==> config.mk <==
export PLATFORM = sky130hd
export DESIGN_NAME = ad7124_sequencer_flat
export DESIGN_NICKNAME = d
export VERILOG_FILES = /design/src/rtl/ad7124_sequencer_if.sv /design/src/rtl/ad7124_sequencer.sv /design/src/flat_wrapper.sv
export SDC_FILE = /design/constraint.sdc
export NUM_CORES = 1
export LEC_CHECK = 0
export ABC_CLOCK_PERIOD_IN_PS = 6990
export CELL_PAD_IN_SITES_DETAIL_PLACEMENT = 0
export CELL_PAD_IN_SITES_GLOBAL_PLACEMENT = 1
export CORE_UTILIZATION = 34
export CTS_CLUSTER_DIAMETER = 40
export DETAILED_ROUTE_END_ITERATION = 10
export GPL_TIMING_DRIVEN = 0
export PLACE_DENSITY = 0.94
export SLEW_MARGIN = 30
export SYNTH_ARGS = -nofsm -noshare
export SYNTH_HDL_FRONTEND = slang
export SYNTH_SLANG_ARGS = --single-unit
==> constraint.sdc <==
create_clock -name clk -period 6.99 [get_ports clk]
set_input_delay 1.7475 -clock clk [delete_from_list [all_inputs] [get_ports clk]]
set_output_delay 1.7475 -clock clk [all_outputs]
set_load 0.005 [all_outputs]
==> src/rtl/ad7124_sequencer_if.sv <==
// SPI-master handshake between the AD7124 command sequencer and the 32-bit SPI master.
//   spi_data_o  : frame toward the master's parallel load input
//   spi_data_ie : one-cycle load strobe toward the master
//   spi_data_i  : last frame received by the master
//   spi_wr_en   : one-cycle frame-complete pulse from the master
// modport master: sequencer side; modport slave: SPI master side.
interface ad7124_sequencer_if #(
  parameter int unsigned WIDTH = 32
);
  logic [WIDTH-1:0] spi_data_o;
  logic             spi_data_ie;
  logic [WIDTH-1:0] spi_data_i;
  logic             spi_wr_en;

  modport master (
    output spi_data_o,
    output spi_data_ie,
    input  spi_data_i,
    input  spi_wr_en
  );

  modport slave (
    input  spi_data_o,
    input  spi_data_ie,
    output spi_data_i,
    output spi_wr_en
  );
endinterface

==> src/rtl/ad7124_sequencer.sv <==
// AD7124 command sequencer. Sends the 64-ones reset, waits, writes the configuration frames,
// then loops: poll status until RDY_N clears, read the 24-bit data register, publish a sample.
// Ports:
//   clk, rst     : clock, synchronous active-low reset
//   enable       : run level; a drop takes effect at the next frame boundary (or in RWAIT/CHK)
//   cfg_words    : N_CFG config frames, frame k at [k*WIDTH +: WIDTH], k=0 sent first
//   spi          : handshake with the SPI master (master modport)
//   sample_data  : last conversion result; sample_chan: its channel (status[3:0])
//   sample_valid : one-cycle pulse per new sample
//   busy         : high whenever the sequencer is not idle
//   timeout_err  : sticky status-poll timeout, cleared by reset or an enable rising edge
module ad7124_sequencer #(
  parameter int unsigned WIDTH    = 32,
  parameter int unsigned N_CFG    = 4,
  parameter logic [15:0] RST_WAIT = 16'd4000,
  parameter logic [15:0] POLL_MAX = 16'd50000
) (
  input  logic                   clk,
  input  logic                   rst,
  input  logic                   enable,
  input  logic [N_CFG*WIDTH-1:0] cfg_words,
  ad7124_sequencer_if.master     spi,
  output logic [23:0]            sample_data,
  output logic [3:0]             sample_chan,
  output logic                   sample_valid,
  output logic                   busy,
  output logic                   timeout_err
);

  localparam logic [WIDTH-1:0] FRAME_RST     = '1;
  localparam logic [WIDTH-1:0] FRAME_RD_STAT = {8'h40, {(WIDTH-8){1'b0}}};
  localparam logic [WIDTH-1:0] FRAME_RD_DATA = {8'h42, {(WIDTH-8){1'b0}}};
  localparam logic [3:0]       CFG_LAST      = 4'(N_CFG - 1);
  localparam logic [15:0]      POLL_LAST     = POLL_MAX - 16'd1;

  typedef enum logic [2:0] {
    StIdle, StRst0, StRst1, StRwait, StCfg, StPoll, StChk, StData
  } state_e;

  state_e           state_q;
  logic [3:0]       cfg_idx_q;
  logic [15:0]      wait_cnt_q;
  logic [15:0]      poll_cnt_q;
  logic [7:0]       status_q;
  logic             enable_q;

  logic [3:0]       cfg_idx_inc;
  logic [WIDTH-1:0] cfg_word_nxt;
  logic             wait_done;
  logic             unused_bits;

  assign cfg_idx_inc = cfg_idx_q + 4'd1;
  // RST_WAIT of 0 still spends the single RWAIT cycle.
  assign wait_done   = (wait_cnt_q + 16'd1) >= RST_WAIT;
  assign unused_bits = ^{spi.spi_data_i[WIDTH-1:24], status_q[6:4]};

  // Mux for the config frame following the current one.
  always_comb begin
    cfg_word_nxt = '0;
    for (int unsigned k = 0; k < N_CFG; k++) begin
      if (k == 32'(cfg_idx_inc)) cfg_word_nxt = cfg_words[k*WIDTH +: WIDTH];
    end
  end

  always_ff @(posedge clk) begin
    if (!rst) begin
      state_q         <= StIdle;
      cfg_idx_q       <= '0;
      wait_cnt_q      <= '0;
      poll_cnt_q      <= '0;
      status_q        <= '0;
      enable_q        <= 1'b0;
      spi.spi_data_o  <= '0;
      spi.spi_data_ie <= 1'b0;
      sample_data     <= '0;
      sample_chan     <= '0;
      sample_valid    <= 1'b0;
      busy            <= 1'b0;
      timeout_err     <= 1'b0;
    end else begin
      spi.spi_data_ie <= 1'b0;
      sample_valid    <= 1'b0;
      enable_q        <= enable;
      if (enable && !enable_q) timeout_err <= 1'b0;

      // Every transition into a TX state loads the frame and strobes once; the TX state then
      // waits for spi_wr_en, so the strobe cannot repeat while a frame is pending.
      unique case (state_q)
        StIdle: begin
          if (enable) begin
            state_q         <= StRst0;
            busy            <= 1'b1;
            spi.spi_data_o  <= FRAME_RST;
            spi.spi_data_ie <= 1'b1;
          end
        end
        StRst0: begin
          if (spi.spi_wr_en) begin
            if (!enable) begin
              state_q <= StIdle;
              busy    <= 1'b0;
            end else begin
              state_q         <= StRst1;
              spi.spi_data_o  <= FRAME_RST;
              spi.spi_data_ie <= 1'b1;
            end
          end
        end
        StRst1: begin
          if (spi.spi_wr_en) begin
            if (!enable) begin
              state_q <= StIdle;
              busy    <= 1'b0;
            end else begin
              state_q    <= StRwait;
              wait_cnt_q <= '0;
            end
          end
        end
        StRwait: begin
          if (!enable) begin
            state_q <= StIdle;
            busy    <= 1'b0;
          end else if (wait_done) begin
            state_q         <= StCfg;
            cfg_idx_q       <= '0;
            spi.spi_data_o  <= cfg_words[WIDTH-1:0];
            spi.spi_data_ie <= 1'b1;
          end else begin
            wait_cnt_q <= wait_cnt_q + 16'd1;
          end
        end
        StCfg: begin
          if (spi.spi_wr_en) begin
            if (!enable) begin
              state_q <= StIdle;
              busy    <= 1'b0;
            end else if (cfg_idx_q == CFG_LAST) begin
              state_q         <= StPoll;
              spi.spi_data_o  <= FRAME_RD_STAT;
              spi.spi_data_ie <= 1'b1;
            end else begin
              cfg_idx_q       <= cfg_idx_inc;
              spi.spi_data_o  <= cfg_word_nxt;
              spi.spi_data_ie <= 1'b1;
            end
          end
        end
        StPoll: begin
          if (spi.spi_wr_en) begin
            status_q <= spi.spi_data_i[23:16];
            if (!enable) begin
              state_q <= StIdle;
              busy    <= 1'b0;
            end else begin
              state_q <= StChk;
            end
          end
        end
        StChk: begin
          if (!enable) begin
            state_q <= StIdle;
            busy    <= 1'b0;
          end else if (!status_q[7]) begin
            // RDY_N low: conversion ready
            poll_cnt_q      <= '0;
            state_q         <= StData;
            spi.spi_data_o  <= FRAME_RD_DATA;
            spi.spi_data_ie <= 1'b1;
          end else if (poll_cnt_q == POLL_LAST) begin
            timeout_err     <= 1'b1;
            poll_cnt_q      <= '0;
            state_q         <= StRst0;
            spi.spi_data_o  <= FRAME_RST;
            spi.spi_data_ie <= 1'b1;
          end else begin
            if (poll_cnt_q != 16'hFFFF) poll_cnt_q <= poll_cnt_q + 16'd1;
            state_q         <= StPoll;
            spi.spi_data_o  <= FRAME_RD_STAT;
            spi.spi_data_ie <= 1'b1;
          end
        end
        StData: begin
          if (spi.spi_wr_en) begin
            sample_data  <= spi.spi_data_i[23:0];
            sample_chan  <= status_q[3:0];
            sample_valid <= 1'b1;
            if (!enable) begin
              state_q <= StIdle;
              busy    <= 1'b0;
            end else begin
              state_q         <= StPoll;
              spi.spi_data_o  <= FRAME_RD_STAT;
              spi.spi_data_ie <= 1'b1;
            end
          end
        end
        default: begin
          state_q <= StIdle;
          busy    <= 1'b0;
        end
      endcase
    end
  end

endmodule

==> src/flat_wrapper.sv <==
// flat-port wrapper written by rule: the top's interface ports become plain ports
module ad7124_sequencer_flat 
#(
  parameter int unsigned WIDTH    = 32,
  parameter int unsigned N_CFG    = 4,
  parameter logic [15:0] RST_WAIT = 16'd4000,
  parameter logic [15:0] POLL_MAX = 16'd50000
)
  (clk, rst, enable, cfg_words, sample_data, sample_chan, sample_valid, busy, timeout_err, spi_spi_data_o, spi_spi_data_ie, spi_spi_data_i, spi_spi_wr_en);
  ad7124_sequencer_if #(.WIDTH(WIDTH)) spi_i ();
  input  logic clk;
  input  logic rst;
  input  logic enable;
  input  logic [N_CFG*WIDTH-1:0] cfg_words;
  output logic [23:0] sample_data;
  output logic [3:0] sample_chan;
  output logic sample_valid;
  output logic busy;
  output logic timeout_err;
  output wire logic [$bits(spi_i.spi_data_o)-1:0] spi_spi_data_o;
  output wire logic [$bits(spi_i.spi_data_ie)-1:0] spi_spi_data_ie;
  input wire logic [$bits(spi_i.spi_data_i)-1:0] spi_spi_data_i;
  input wire logic [$bits(spi_i.spi_wr_en)-1:0] spi_spi_wr_en;
  assign spi_spi_data_o = spi_i.spi_data_o;
  assign spi_spi_data_ie = spi_i.spi_data_ie;
  assign spi_i.spi_data_i = spi_spi_data_i;
  assign spi_i.spi_wr_en = spi_spi_wr_en;
  ad7124_sequencer #(.WIDTH(WIDTH), .N_CFG(N_CFG), .RST_WAIT(RST_WAIT), .POLL_MAX(POLL_MAX)) u_core (.clk(clk), .rst(rst), .enable(enable), .cfg_words(cfg_words), .spi(spi_i), .sample_data(sample_data), .sample_chan(sample_chan), .sample_valid(sample_valid), .busy(busy), .timeout_err(timeout_err));
endmodule
==> metrics.md, run 1 <==
| Metric | Value |
|---|---|
| Element type at the critical path start | input pin |
| # placed instances | 1160 |
| Met1 wire length | 9110 um |
| Leading area contributor after synthesis | dfxtp_1 |
| Initial core utilization | 35.2% |
| Crit-path most repeated cell | clkbuf_1 |
| Fmax | 280 MHz |
| Post-synthesis area per instance | 8.17 sq um |
| Adder-Cell Fraction of Synth Area | 1.27% |
| I/O Pins | 228 |
| Die height | 134 um |
| Post-Synthesis Net Count | 892 |
| Netlist cell types | 70 |
| Commonest cells in the netlist | 109 x dfxtp_1, 94 x nand2_1, 85 x a21oi_1 |
| Remaining Overflow, GRT | 0 |
| Yosys top cell area share | 37.0% |
| Simple-Gate Fraction of Synth Area | 19.3% |
| Hpwl dp | 15700 um |
| Final TNS setup | 0 ns |
| Core Region | 0.0168 sq mm |
| Slew Viols, Final | 0 |
| Final Hold Fails | 0 |
| Fraction of registers with async set/reset | 0% |
| DRT antenna net count | 0 |
| CTS buffer count | 9 |
| Synth Flop Type | dfxtp_1 |
| Clock transition at path regs | 0.08 ns |
| DR pass1 iterations | 5 |
| Wire per inst | 17.8 um |
| Share of layout cells above drive strength 1 | 4.50% |
| Clk buf depth | 2 |
| Worst hold slack | 0.454 ns |
| Full die area | 0.0179 sq mm |
| Final #Nets | 1121 |
| Count leader, synth | dfxtp_1 |
| LEAKAGE | 2.97 nW |
| Metal2 WL | 9510 um |
| Diodes inserted | 0 |
| Crit Path Category | in -> reg |
| Total Wirelength | 20900 um |
| Die width | 134 um |
| Vias in the first global route | 6228 |
| Hold_buf cts | 0 |
| Tcrit/Tclk final | 51.1% |
| Post_cts resized | 0 |
| Worst slew pin tran | 0.703 ns |
| Num rows | 47 |
| Top Metal Used | met4 |
| Synth area leaders | dfxtp_1 37%, a21oi_1 7.2%, nand2_1 6.0% |
| Placer Congestion | 0.874 |
| CP Capture Type | flip-flop |
| Post-Syn Area | 0.00590 sq mm |
| CTS tree | done |
| Critical Path Fanout Max | 10 |
| Met3 routed WL | 1840 um |
| RSZ-0062 raised after global routing | no |
| Clk_skew | 0.00942 ns |
| Final setup violation count | 0 |
| Status | finished, final reports clean |
| CP Cell Sequence | clkdlybuf4s50_1, inv_1, clkbuf_1, clkbuf_1, a21oi_1, o22a_1 |
| Worst hold path class | reg -> reg |
| CP arrival | 3.84 ns |
| Largest family of logic cells by synthesized area | compound AO/OA/AOI/OAI gates |
| DRC | 0 |
| Clk sinks | 109 |
| Total number of vias | 6554 |
| Fill cell count | 1650 |
| H-tree depth | 3 |
| Port Buffers | 218 |
| Slowest cell on crit path | clkdlybuf4s50_1 |
| P per Cell Area | 168 mW/mm^2 |
| Initial antenna violation count | 0 |
| P&R area growth vs syn | 47.0% |
| DRT iter0 DRCs | 552 |
| Final cell count without fillers | 1176 |
| Min cycle time layout | 3.58 ns |
| Register area share after synthesis | 37.0% |
| Max-cap violations | 0 |
| Gr usage total | 23.1% |
| Slowest stage delay, CP | 0.58 ns |
| Clk_lat worst skew | 0.37 ns |
| Largest net degree at the start of global routing | 20 |
| Post-Synth XOR/XNOR Area | 1.63% |
| # Post-CTS Setup Buffers | 0 |
| Flops & latches, synth | 109 |
| Via/cell ratio | 5.57 |
| Multiplexer share of the synthesized area | 1.97% |
| Slew margin rel. | 52.7% |
| Synthesis warning total | 0 |
| EDFF count, synth | 0 |
| Post-Syn Instances | 722 |
| First-pass GRT wire length | 32500 um |
| Root Buffer | clkbuf_16 |
| Compound-cell area share of the yosys netlist | 33.3% |
| Worst vdd ir | 159 uV |
| Worst EP required | 7.25 ns |
| Tot Pwr | 1.45 mW |
-- power breakdown --
part / switching [mW] / internal, mW
sequential: 0.0116 / 0.645
clock: 0.256 / 0.295
combinational: 0.0890 / 0.157
total: 0.357 / 1.10
-- final cells by class --
type / instances / area, sq um / share of cell area, %
Multi-Input combinational cell: 537 / 3390 / 39.1
Sequential cell: 109 / 2180 / 25.2
Timing Repair Buffer: 218 / 2180 / 25.2
Buffer: 63 / 275 / 3.18
Tap cell: 220 / 275 / 3.18
Clock buffer: 10 / 239 / 2.76
Clock inverter: 6 / 75.1 / 0.866
Inverter: 13 / 48.8 / 0.563
-- worst max-delay path: cells and delay by family --
kind | cells | cell delay (ns)
AO/OA/AOI/OAI | 2 | 0.35
buffers and inverters | 4 | 1.73
-- stage by stage --
step	instance area, sq um	util, %	setup slack [ns]
2_1_floorplan	5900	-	3.79
3_3_place_gp	8350	49.8	2.96
3_5_place_dp	8350	49.8	2.98
4_1_cts	8670	51.7	3.36
5_1_grt	8670	51.7	3.27
6_report	8670	51.7	3.41
-- cell families after synthesis --
logic type / after synthesis
multiplexers: 11
XOR/XNOR: 11
buffers and inverters: 76
flip-flops: 109
AND/OR/NAND/NOR: 231
adder cells (fa/ha/maj): 6
AO/OA/AOI/OAI: 278
-- state kept, by name (all words and copies together) (netlist names) --
name and count:
u_core.timeout_err 1, u_core.spi.spi_data_ie 1, u_core.sample_valid 1, u_core.cfg_idx_q 4, u_core.busy 1, u_core.state_q 3
u_core.wait_cnt_q 16, u_core.spi.spi_data_o 32, u_core.status_q 5, u_core.sample_chan 4, u_core.poll_cnt_q 16, u_core.enable_q 1
u_core.sample_data 24
-- placed cells by master (no fill, tap or decap), types with 26 or more instances in the layout --
master / netlist / routed
o21ai_0: 26 / 26
o22a_1: 30 / 30
nor2_1: 44 / 44
nand2_1: 94 / 94
clkdlybuf4s50_1: 0 / 218
a21oi_1: 85 / 85
clkbuf_1: 53 / 53
a22oi_1: 30 / 30
dfxtp_1: 109 / 109
o211ai_1: 34 / 34
a221o_1: 31 / 31
-- layer usage --
layer  vias to the layer above  GRT usage [%]
met1                      3087           29.4
li1                       3175              -
met4                         0           7.95
met2                       258           36.3
met3                        34           7.65
met5                         -              0
-- path summary, 6_finish.rpt --
check / cells past startpoint / slack (ns) / startpoint / end
setup / recovery: 6 / 3.41 / rst / u_core.spi.spi_data_o[24]$_SDFFE_PN0P_
hold / removal: 2 / 0.45 / u_core.sample_chan[1]$_SDFFE_PN0P_ / u_core.sample_chan[1]$_SDFFE_PN0P_
setup reg to reg: 9 / 4.06 / u_core.wait_cnt_q[7]$_SDFFE_PN0P_ / u_core.spi.spi_data_o[30]$_SDFFE_PN0P_
hold reg to reg: 2 / 0.45 / u_core.sample_chan[1]$_SDFFE_PN0P_ / u_core.sample_chan[1]$_SDFFE_PN0P_
Note: power is estimated with default switching activity, not from simulation.
==> inputs of run 2 (changes only) <==
--- a/config.mk
+++ b/config.mk
@@ -5,14 +5,14 @@
 export SDC_FILE = /design/constraint.sdc
 export NUM_CORES = 1
 export LEC_CHECK = 0
-export ABC_CLOCK_PERIOD_IN_PS = 6990
+export ABC_CLOCK_PERIOD_IN_PS = 3100
 export CELL_PAD_IN_SITES_DETAIL_PLACEMENT = 0
 export CELL_PAD_IN_SITES_GLOBAL_PLACEMENT = 1
-export CORE_UTILIZATION = 34
+export CORE_UTILIZATION = 29
 export CTS_CLUSTER_DIAMETER = 40
 export DETAILED_ROUTE_END_ITERATION = 10
 export GPL_TIMING_DRIVEN = 0
-export PLACE_DENSITY = 0.94
+export PLACE_DENSITY = 0.86
 export SLEW_MARGIN = 30
 export SYNTH_ARGS = -nofsm -noshare
 export SYNTH_HDL_FRONTEND = slang
==> constraint.sdc (replaced) <==
create_clock -name clk -period 3.1 [get_ports clk]
set_input_delay 0.775 -clock clk [delete_from_list [all_inputs] [get_ports clk]]
set_output_delay 0.775 -clock clk [all_outputs]
set_load 0.005 [all_outputs]
==> run 2 against run 1 <==
  * Sequential power up 130%
  * Via count down 0.84%
  * Sequential share of layout area about the same
  * Critical endpoint is now u_core.spi.spi_data_o[30]$_SDFFE_PN0P_
  * Largest cell class unchanged
  * Highest routed layer unchanged
==> metrics.md, run 2 (synthesis results as in run 1) <==
| Metric | Value |
|---|---|
| Status | finished, final reports clean |
| Port Buffers | 218 (unchanged) |
| Placer Congestion | 0.856 (-2.1%) |
| Commonest non-fill, non-tap cell in the layout | clkdlybuf4s50_1 |
| Worst vdd ir | 268 uV (+69%) |
| Share of layout cells above drive strength 1 | 4.29% (-0.20 points) |
| Total Wirelength | 20900 um (about the same) |
| Core Util, Final | 44.0% (-7.7 points) |
| Element type at the critical path start | flip-flop |
| CTS tree | done |
| P per Cell Area | 359 mW/mm^2 (+110%) |
| Final cell count without fillers | 1220 (+3.7%) |
| Slew Viols, Final | 0 (unchanged) |
| Initial antenna violation count | 0 (unchanged) |
| Die width | 145 um (+8.2%) |
| RSZ-0062 raised after global routing | no |
| Via/cell ratio | 5.33 (-4.4%) |
| Slew margin rel. | 53.9% (+1.2 points) |
| Largest registers | u_core.spi.spi_data_o x32, u_core.sample_data x24 |
| Final setup violation count | 0 (unchanged) |
| CP arrival | 3.17 ns (-0.67 ns) |
| Fmax | 347 MHz |
| Commonest cells after routing, fill and taps aside | 218 x clkdlybuf4s50_1, 109 x dfxtp_1, 94 x nand2_1 |
| Register bank with the most flops | u_core.spi.spi_data_o |
| Vias in the first global route | 5902 (-5.2%) |
| Die height | 145 um (+8.2%) |
| Worst EP required | 3.39 ns (-3.86 ns) |
| I/O Pins | 228 (unchanged) |
| Max-cap violations | 0 (unchanged) |
| Min cycle time layout | 2.89 ns |
| CP Cell Sequence | clkbuf_1, nand3_1, or4_4, mux2_4, o22ai_4, nor2_4, o21ai_4, buf_4, mux2i_1 |
| Crit Path Category | reg -> reg |
| DR pass1 iterations | 5 (unchanged) |
| Hpwl dp | 15800 um (+0.20%) |
| Worst path bufs/invs | 2 (-2) |
| Largest net degree at the start of global routing | 18 (-10%) |
| Hold_buf cts | 0 (unchanged) |
| Clk_lat worst skew | 0.36 ns (about the same) |
| Final #Nets | 1121 (unchanged) |
| Initial core utilization | 29.9% (-5.3 points) |
| Total number of vias | 6499 (-0.84%) |
| Diodes inserted | 0 (unchanged) |
| CP Capture Type | flip-flop |
| LEAKAGE | 2.94 nW (-0.82%) |
| Clk sinks | 109 (unchanged) |
| Largest register FFs | 32 (unchanged) |
| DRT antenna net count | 0 (unchanged) |
| Full die area | 0.0209 sq mm (+17%) |
| Core Region | 0.0197 sq mm (+18%) |
| Tcrit/Tclk final | 93.1% |
| Crit-path leading delay family | simple AND/OR/NAND/NOR gates |
| H-tree depth | 3 (unchanged) |
| Final Hold Fails | 0 (unchanged) |
| Clk buf depth | 2 (unchanged) |
| Remaining Overflow, GRT | 0 (unchanged) |
| Worst slew pin tran | 0.686 ns (-0.0178 ns) |
| Fill cell count | 2003 (+21%) |
| Clk_skew | 0.00974 ns (+0.000315 ns) |
| First-pass GRT wire length | 31200 um (-4.0%) |
| P&R area growth vs syn | 47.2% |
| CTS buffer count | 9 (unchanged) |
| Slowest stage delay, CP | 0.56 ns (-0.02 ns) |
| # placed instances | 1205 (+3.9%) |
| DRT iter0 DRCs | 433 (-22%) |
| Worst hold path class | reg -> reg |
| Root Buffer | clkbuf_16 |
| Gr usage total | 19.3% (-3.7 points) |
| Clock transition at path regs | 0.07 ns (about the same) |
| Wire per inst | 17.1 um (-3.7%) |
| Slowest cell on crit path | or4_4 |
| Num rows | 51 (+8.5%) |
| DRC | 0 (unchanged) |
| Tot Pwr | 3.11 mW (+110%) |
| Critical Path Fanout Max | 10 (unchanged) |
==> run 2: cell types whose count changed in the layout (fill, tap and decap cells not counted), sizes merged <==
cell | previous run | this run
clkbuf | 65 | 66
inv | 16 | 14
bufinv | 1 | 0
clkinvlp | 1 | 2
==> run 2: report_power, final <==
part	internal (mW)	leakage, nW	switching [mW]
Sequential	1.45	0.890	0.0258
Clock	0.548	0.123	0.529
Combinational	0.355	1.93	0.200
Total	2.36	2.94	0.755
==> run 2: final timing paths <==
path                                            endpoint                               from  depth (start not counted)  slack (ns)
setup / recovery  u_core.spi.spi_data_o[30]$_SDFFE_PN0P_  u_core.wait_cnt_q[7]$_SDFFE_PN0P_                          9        0.21
hold / removal        u_core.sample_chan[3]$_SDFFE_PN0P_    u_core.status_q[3]$_SDFFE_PN0P_                          2        0.45
hold reg to reg       u_core.sample_chan[3]$_SDFFE_PN0P_    u_core.status_q[3]$_SDFFE_PN0P_                          2        0.45
setup reg to reg  u_core.spi.spi_data_o[30]$_SDFFE_PN0P_  u_core.wait_cnt_q[7]$_SDFFE_PN0P_                          9        0.21
==> run 2: metal layers <==
metal	up-vias	routed length, um	GRT usage [%]
met5	-	0	0
met4	0	279	5.10
met3	18	1840	6.46
met2	245	9550	30.4
met1	3068	9240	25.1
li1	3168	-	-
==> run 2: repair_timing <==
item,4_1_cts,5_1_grt
gates resized for setup,0,1
setup endpoints to repair,0,1
setup buffers,0,0
==> run 2: through the flow <==
| stage | hold WS (ns) | TNS, ns | setup slack [ns] | instance area (sq um) |
|---|---|---|---|---|
| 6_report | 0.451 | 0 | 0.214 | 8680 |
| 4_1_cts | 0.455 | 0 | 0.224 | 8670 |
| 3_5_place_dp | 0.447 | 0 | 0.0189 | 8410 |
| 5_1_grt | 0.472 | 0 | 0.0267 | 8680 |
| 3_3_place_gp | 0.441 | -0.00358 | -0.00358 | 8410 |
| 2_1_floorplan | 0.432 | 0 | 0.600 | 5900 |
==> run 2: tightest hold or removal path, cell delays in order, from the launching register on <==
cell	delay [ns]
dfxtp_1	0.31
nand2_1	0.05
a21oi_1	0.05
==> run 2: area by class of cell <==
type / count / area [sq um] / share of cell area (%)
Clock buffer: 11 / 233 / 2.68
Tap cell: 265 / 332 / 3.82
Buffer: 63 / 275 / 3.17
Inverter: 13 / 48.8 / 0.562
Timing Repair Buffer: 218 / 2180 / 25.1
Multi-Input combinational cell: 537 / 3390 / 39.1
Sequential cell: 109 / 2180 / 25.1
Clock inverter: 4 / 32.5 / 0.375
